===== config.mk =====
export PLATFORM = sky130hd
export DESIGN_NAME = zluudg_psdu_deframer
export DESIGN_NICKNAME = d
export VERILOG_FILES = /design/src/rtl/zluudg_bee_pkg.sv /design/src/rtl/zluudg_crc16_kermit.sv /design/src/rtl/zluudg_psdu_deframer.sv
export SDC_FILE = /design/constraint.sdc
export NUM_CORES = 1
export LEC_CHECK = 0
export CAP_MARGIN = 20
export CORE_ASPECT_RATIO = 2
export CORE_MARGIN = 2
export CORE_UTILIZATION = 45
export DETAILED_ROUTE_END_ITERATION = 12
export GPL_ROUTABILITY_DRIVEN = 0
export PLACE_DENSITY = 0.75
export REMOVE_ABC_BUFFERS = 1
export SLEW_MARGIN = 20
export SYNTH_ARGS = -nofsm -noshare
export SYNTH_HDL_FRONTEND = slang
export SYNTH_HIERARCHICAL = 1
export SYNTH_SLANG_ARGS = --single-unit

===== constraint.sdc =====
create_clock -name aclk -period 3.1 [get_ports aclk]
set_input_delay 0.775 -clock aclk [delete_from_list [all_inputs] [get_ports aclk]]
set_output_delay 0.775 -clock aclk [all_outputs]
set_load 0.01 [all_outputs]

===== src/rtl/zluudg_bee_pkg.sv =====
// Shared types, constants and the CRC-16/KERMIT octet step for the zluudgbee PHY.
package zluudg_bee_pkg;

    typedef enum logic [1:0] {
        ST_HUNT,
        ST_PHR,
        ST_PAYLOAD
    } state_t;

    localparam logic [7:0]  SFD_DEFAULT   = 8'hA7;
    localparam logic [15:0] CRC_POLY_REFL = 16'h8408;
    localparam int          MAX_PSDU      = 127;

    // Reflected CRC: the octet enters LSB first, so eight shift-right steps unroll into one cycle.
    function automatic logic [15:0] crc16_kermit_byte(input logic [15:0] crc, input logic [7:0] octet);
        logic [15:0] c;
        c = crc ^ {8'h00, octet};
        for (int i = 0; i < 8; i++) begin
            c = c[0] ? ((c >> 1) ^ CRC_POLY_REFL) : (c >> 1);
        end
        return c;
    endfunction

endpackage


===== src/rtl/zluudg_crc16_kermit.sv =====
// Combinational CRC-16/KERMIT step over one octet; shared by the RX and TX paths.
module zluudg_crc16_kermit
    import zluudg_bee_pkg::*;
(
    input  logic [15:0] crc_in,
    input  logic [7:0]  octet,
    output logic [15:0] crc_out
);

    assign crc_out = crc16_kermit_byte(crc_in, octet);

endmodule


===== src/rtl/zluudg_psdu_deframer.sv =====
// Finds the 802.15.4 SHR in the demodulated octet stream, reads the PHR length and
// forwards the PSDU as one AXI-stream packet with FCS status on the last beat.
module zluudg_psdu_deframer
    import zluudg_bee_pkg::*;
#(
    parameter int         PREAMBLE_MIN = 2,
    parameter logic [7:0] SFD          = SFD_DEFAULT,
    parameter int         MIN_LEN      = 3
) (
    input  logic        aclk,
    input  logic        aresetn,
    input  logic [31:0] s_octet_tdata,
    input  logic        s_octet_tvalid,
    output logic        s_octet_tready,
    input  logic        s_octet_tlast,
    output logic [31:0] m_psdu_tdata,
    output logic        m_psdu_tvalid,
    input  logic        m_psdu_tready,
    output logic        m_psdu_tlast,
    output logic [1:0]  m_psdu_tuser,
    output logic [15:0] frame_count,
    output logic [15:0] crc_err_count
);

    state_t      state_q, state_d;
    logic [3:0]  zcnt_q, zcnt_d;
    logic [6:0]  remaining_q, remaining_d;
    logic [15:0] crc_q, crc_d, crc_next;
    logic [7:0]  data_q, data_d;
    logic        valid_q, valid_d;
    logic        last_q, last_d;
    logic [1:0]  user_q, user_d;
    logic [15:0] frame_cnt_q, frame_cnt_d;
    logic [15:0] crc_err_q, crc_err_d;

    logic [7:0]  octet;
    logic        out_free;
    logic        accept;
    logic        unused_tdata;

    assign octet        = s_octet_tdata[7:0];
    assign unused_tdata = ^s_octet_tdata[31:8];
    assign out_free     = !valid_q || m_psdu_tready;

    // Only PAYLOAD needs the output register; the SHR can be consumed while a beat is stalled.
    assign s_octet_tready = (state_q == ST_PAYLOAD) ? out_free : 1'b1;
    assign accept         = s_octet_tvalid && s_octet_tready;

    zluudg_crc16_kermit u_crc (
        .crc_in  (crc_q),
        .octet   (octet),
        .crc_out (crc_next)
    );

    always_comb begin
        state_d     = state_q;
        zcnt_d      = zcnt_q;
        remaining_d = remaining_q;
        crc_d       = crc_q;
        data_d      = data_q;
        valid_d     = valid_q;
        last_d      = last_q;
        user_d      = user_q;
        frame_cnt_d = frame_cnt_q;
        crc_err_d   = crc_err_q;

        if (valid_q && m_psdu_tready) begin
            valid_d = 1'b0;
            last_d  = 1'b0;
            user_d  = 2'b00;
        end

        case (state_q)
            ST_HUNT: begin
                if (accept) begin
                    if (s_octet_tlast) begin
                        zcnt_d = 4'd0;
                    end else if (octet == 8'h00) begin
                        zcnt_d = (zcnt_q == 4'hF) ? zcnt_q : zcnt_q + 4'd1;
                    end else if (octet == SFD && 32'(zcnt_q) >= PREAMBLE_MIN) begin
                        zcnt_d  = 4'd0;
                        state_d = ST_PHR;
                    end else begin
                        zcnt_d = 4'd0;
                    end
                end
            end

            ST_PHR: begin
                if (accept) begin
                    if (s_octet_tlast || 32'(octet[6:0]) < MIN_LEN) begin
                        state_d = ST_HUNT;
                    end else begin
                        remaining_d = octet[6:0];
                        crc_d       = 16'h0000;
                        state_d     = ST_PAYLOAD;
                    end
                end
            end

            ST_PAYLOAD: begin
                if (accept) begin
                    crc_d       = crc_next;
                    remaining_d = remaining_q - 7'd1;
                    valid_d     = 1'b1;
                    data_d      = octet;
                    last_d      = 1'b0;
                    user_d      = 2'b00;
                    // The final octet wins over a coincident burst end: the frame is complete.
                    if (remaining_q == 7'd1) begin
                        last_d      = 1'b1;
                        user_d      = {1'b0, crc_next == 16'h0000};
                        state_d     = ST_HUNT;
                        frame_cnt_d = frame_cnt_q + 16'd1;
                        if (crc_next != 16'h0000) begin
                            crc_err_d = crc_err_q + 16'd1;
                        end
                    end else if (s_octet_tlast) begin
                        last_d      = 1'b1;
                        user_d      = 2'b10;
                        state_d     = ST_HUNT;
                        frame_cnt_d = frame_cnt_q + 16'd1;
                        crc_err_d   = crc_err_q + 16'd1;
                    end
                end
            end

            default: state_d = ST_HUNT;
        endcase
    end

    always_ff @(posedge aclk or negedge aresetn) begin
        if (!aresetn) begin
            state_q     <= ST_HUNT;
            zcnt_q      <= 4'd0;
            remaining_q <= 7'd0;
            crc_q       <= 16'h0000;
            data_q      <= 8'h00;
            valid_q     <= 1'b0;
            last_q      <= 1'b0;
            user_q      <= 2'b00;
            frame_cnt_q <= 16'd0;
            crc_err_q   <= 16'd0;
        end else begin
            state_q     <= state_d;
            zcnt_q      <= zcnt_d;
            remaining_q <= remaining_d;
            crc_q       <= crc_d;
            data_q      <= data_d;
            valid_q     <= valid_d;
            last_q      <= last_d;
            user_q      <= user_d;
            frame_cnt_q <= frame_cnt_d;
            crc_err_q   <= crc_err_d;
        end
    end

    assign m_psdu_tdata  = {24'h000000, data_q};
    assign m_psdu_tvalid = valid_q;
    assign m_psdu_tlast  = last_q;
    assign m_psdu_tuser  = user_q;
    assign frame_count   = frame_cnt_q;
    assign crc_err_count = crc_err_q;

endmodule


==> summary.md <==
| Metric | Value |
|---|---|
| Sequential share of the synthesized area | 0.467 |
| TritonCTS clock tree | done |
| Clock insertion delay at the later pin of the skew report | 0.34 ns |
| CTS max path bufs | 2 |
| CP cell instances | clkdlybuf4s50_1, xnor2_1, buf_4, xnor3_1, nor4_1, nand4_1, o211ai_1, buf_4, mux2_2 |
| Synth Flop Type | dfrtp_1 |
| Crit start category | primary input |
| Vias in the first global route | 3187 |
| Setup violators final | 0 |
| Crit end category | flop |
| Initial antenna violation count | 0 |
| Die Span Y | 136 um |
| Post-Syn Area per Cell | 10.3 sq um |
| All-Layer GR Usage | 0.202 |
| Non-Filler Instances | 590 |
| Hold crit path type | flop to flop |
| WP buf/inv | 3 |
| CTS H-tree depth | 3 |
| Die footprint | 9490 sq um |
| Status | complete, no violations |
| Worst Path Max Fanout | 7 |
| Clock skew | 0.0107 ns |
| FF/Latch Area | 1830 sq um |
| Fillcell total | 724 |
| Detailed Place HPWL | 6580 um |
| Leakage | 2.54 nW |
| Die Wd | 69.9 um |
| Min cycle time layout | 3.00 ns |
| Multi-input gate area | 1940 sq um |
| Wire per inst | 15.6 um |
| I/O Buffers | 57 |
| Initial core utilization | 0.458 |
| Pins over their slew limit | 0 |
| PwrDens | 758 nW/um^2 |
| Starting DRT DRC Count | 104 |
| Root Driver | clkbuf_16 |
| Post-CTS Hold Buffers | 0 |
| DR pass1 iterations | 4 |
| Number of cells produced by synthesis | 378 |
| Diode count | 0 |
| Area grow syn2layout | 33.6% |
| Fmax | 334 MHz |
| Least-Margin Pin Slew | 0.945 ns |
| CTS clock-pin slew for the worst setup and hold paths | 0.06 ns |
| Residual DRC | 0 |
| FF+latch count, synth | 73 |
| Site Rows | 48 |
| Distinct cells, synth | 47 |
| Top Ports | 106 |
| CTS Buf Count | 9 |
| Fin crit share | 0.966 |
| Peak supply drop | 0.401 mV |
| Crit path kind | primary input to flop |
| Yosys top cell area share | 0.467 |
| Placed Instances | 568 |
| Layout Nets | 529 |
| Largest net degree at the start of global routing | 74 |
| Critical Path Slowest Stage Cell | clkdlybuf4s50_1 |
| Vias | 3128 |
| GR Overflow Total | 0 |
| Synth top area cells | dfrtp_1 (47%), buf_4 (4.8%), nand2_1 (4.7%) |
| Top delay family on crit path | buffers and inverters |
| # clock sinks | 73 |
| Layout cells sized above 1 | 0.186 |
| Total length of routed wires | 9190 um |
| CP Data Required Time | 3.32 ns |
| CP peak stage delay | 0.50 ns |
| Fin. Hold Viols | 0 |
| CP arrival | 3.22 ns |
| Crit path top cell by count | buf_4 |
| Total negative slack | 0 ns |
| Share of synthesized registers carrying an async set or reset | 1.00 |
| Mapped Area | 3910 sq um |
| Vias per std cell | 5.30 |
| Antenna violation net count after detailed routing | 0 |
| Power consumption | 3.95 mW |
| Count leader, synth | dfrtp_1 |
| Synth warn | 6 |
| Slew headroom | 0.370 |
| Post-synth EDFFs | 0 |
| First-pass GRT wire length | 15200 um |
| Area leader, netlist | dfrtp_1 |
| Commonest cells post-synth | dfrtp_1 (73), nand2_1 (49), buf_4 (25), nor2_1 (24), xnor2_1 (21) |
| Max Cap Viol | 0 |
| Core area | 8530 sq um |
==> cell families after synthesis <==
kind of cell	after synthesis	share of synthesized area
flops	73	0.467
buf+inv	43	0.0663
fa+ha+maj	6	0.0192
xor+xnor	54	0.163
simple gates	148	0.190
other cells	1	0.000960
compound gates	52	0.0906
mux	1	0.00288
==> metal layers <==
layer  track usage  part of all wire  vias up
met1         0.232              0.39     1537
met4        0.0887             0.028        0
li1              -                 -     1482
met5             0                 0        -
met2         0.362              0.54       88
met3        0.0387             0.042       21
==> where the power goes <==
part	total (mW)	leakage, nW	switching, mW	internal (mW)
logic	1.50	1.41	0.570	0.928
registers	1.26	0.965	0.150	1.11
clock network	1.20	0.163	0.408	0.787
==> state kept, by name, indices dropped and copies added, names as in the netlist <==
register / count
crc_err_count: 16
crc_q: 16
data_q: 8
frame_count: 16
m_psdu_tlast: 1
m_psdu_tuser: 2
m_psdu_tvalid: 1
remaining_q: 7
state_q: 2
zcnt_q: 4
==> stage by stage <==
stage	hold slack [ns]	setup slack, ns	cell area, sq um	utilization
2_1_floorplan	0.454	0.0880	3770	-
3_3_place_gp	0.458	-0.414	4790	0.562
3_5_place_dp	0.461	-0.460	4790	0.562
4_1_cts	0.472	0.0257	5140	0.602
5_1_grt	0.490	-0.0311	5220	0.612
6_report	0.474	0.105	5220	0.612
==> path summary, 6_finish.rpt <==
path | start | end | slack, ns | cells past startpoint
setup / recovery | s_octet_tdata[5] | crc_err_count[1]$_DFFE_PN0P_ | 0.10 | 9
hold / removal | data_q[0]$_DFFE_PN0P_ | data_q[0]$_DFFE_PN0P_ | 0.47 | 2
setup reg to reg | crc_q[2]$_DFFE_PN0P_ | crc_err_count[1]$_DFFE_PN0P_ | 0.49 | 8
hold reg to reg | data_q[0]$_DFFE_PN0P_ | data_q[0]$_DFFE_PN0P_ | 0.47 | 2
max in group asynchronous | aresetn | crc_q[12]$_DFFE_PN0P_ | 1.81 | 2
min in group asynchronous | aresetn | crc_err_count[1]$_DFFE_PN0P_ | 0.66 | 2
==> worst register-to-register path: stages, from the launching register on <==
cell	delay (ns)
dfrtp_1	0.41
xnor2_2	0.21
buf_4	0.16
xnor3_1	0.42
nor4_1	0.30
nand4_1	0.22
o211ai_1	0.25
buf_4	0.19
mux2_2	0.33
==> cell usage in the layout (no fill, tap or decap), types with 11 or more instances in the layout <==
cell,Yosys,routed
conb_1,1,24
xor2_1,20,20
a22o_1,16,16
a21oi_1,11,11
nor2_1,24,24
buf_4,25,51
o21ai_0,16,16
nand2_1,49,49
clkdlybuf4s50_1,0,52
xnor2_1,21,19
nand3_1,18,18
nor3_1,11,11
dfrtp_1,73,73
==> timing repair <==
action / in CTS / in global routing
pin swaps: 1 / 12
setup endpoints to repair: 13 / 14
buffers inserted: 0 / 7
gates cloned: 0 / 0
gates resized for setup: 1 / 7
==> layout make-up <==
cell class / count / area share
inverter: 9 / 0.00647
timing repair buffer: 108 / 0.184
clock buffer: 9 / 0.0431
tap: 100 / 0.0240
clock inverter: 6 / 0.0221
multi-input combinational: 285 / 0.371
sequential: 73 / 0.350
Note: power is estimated with default switching activity, not from simulation.
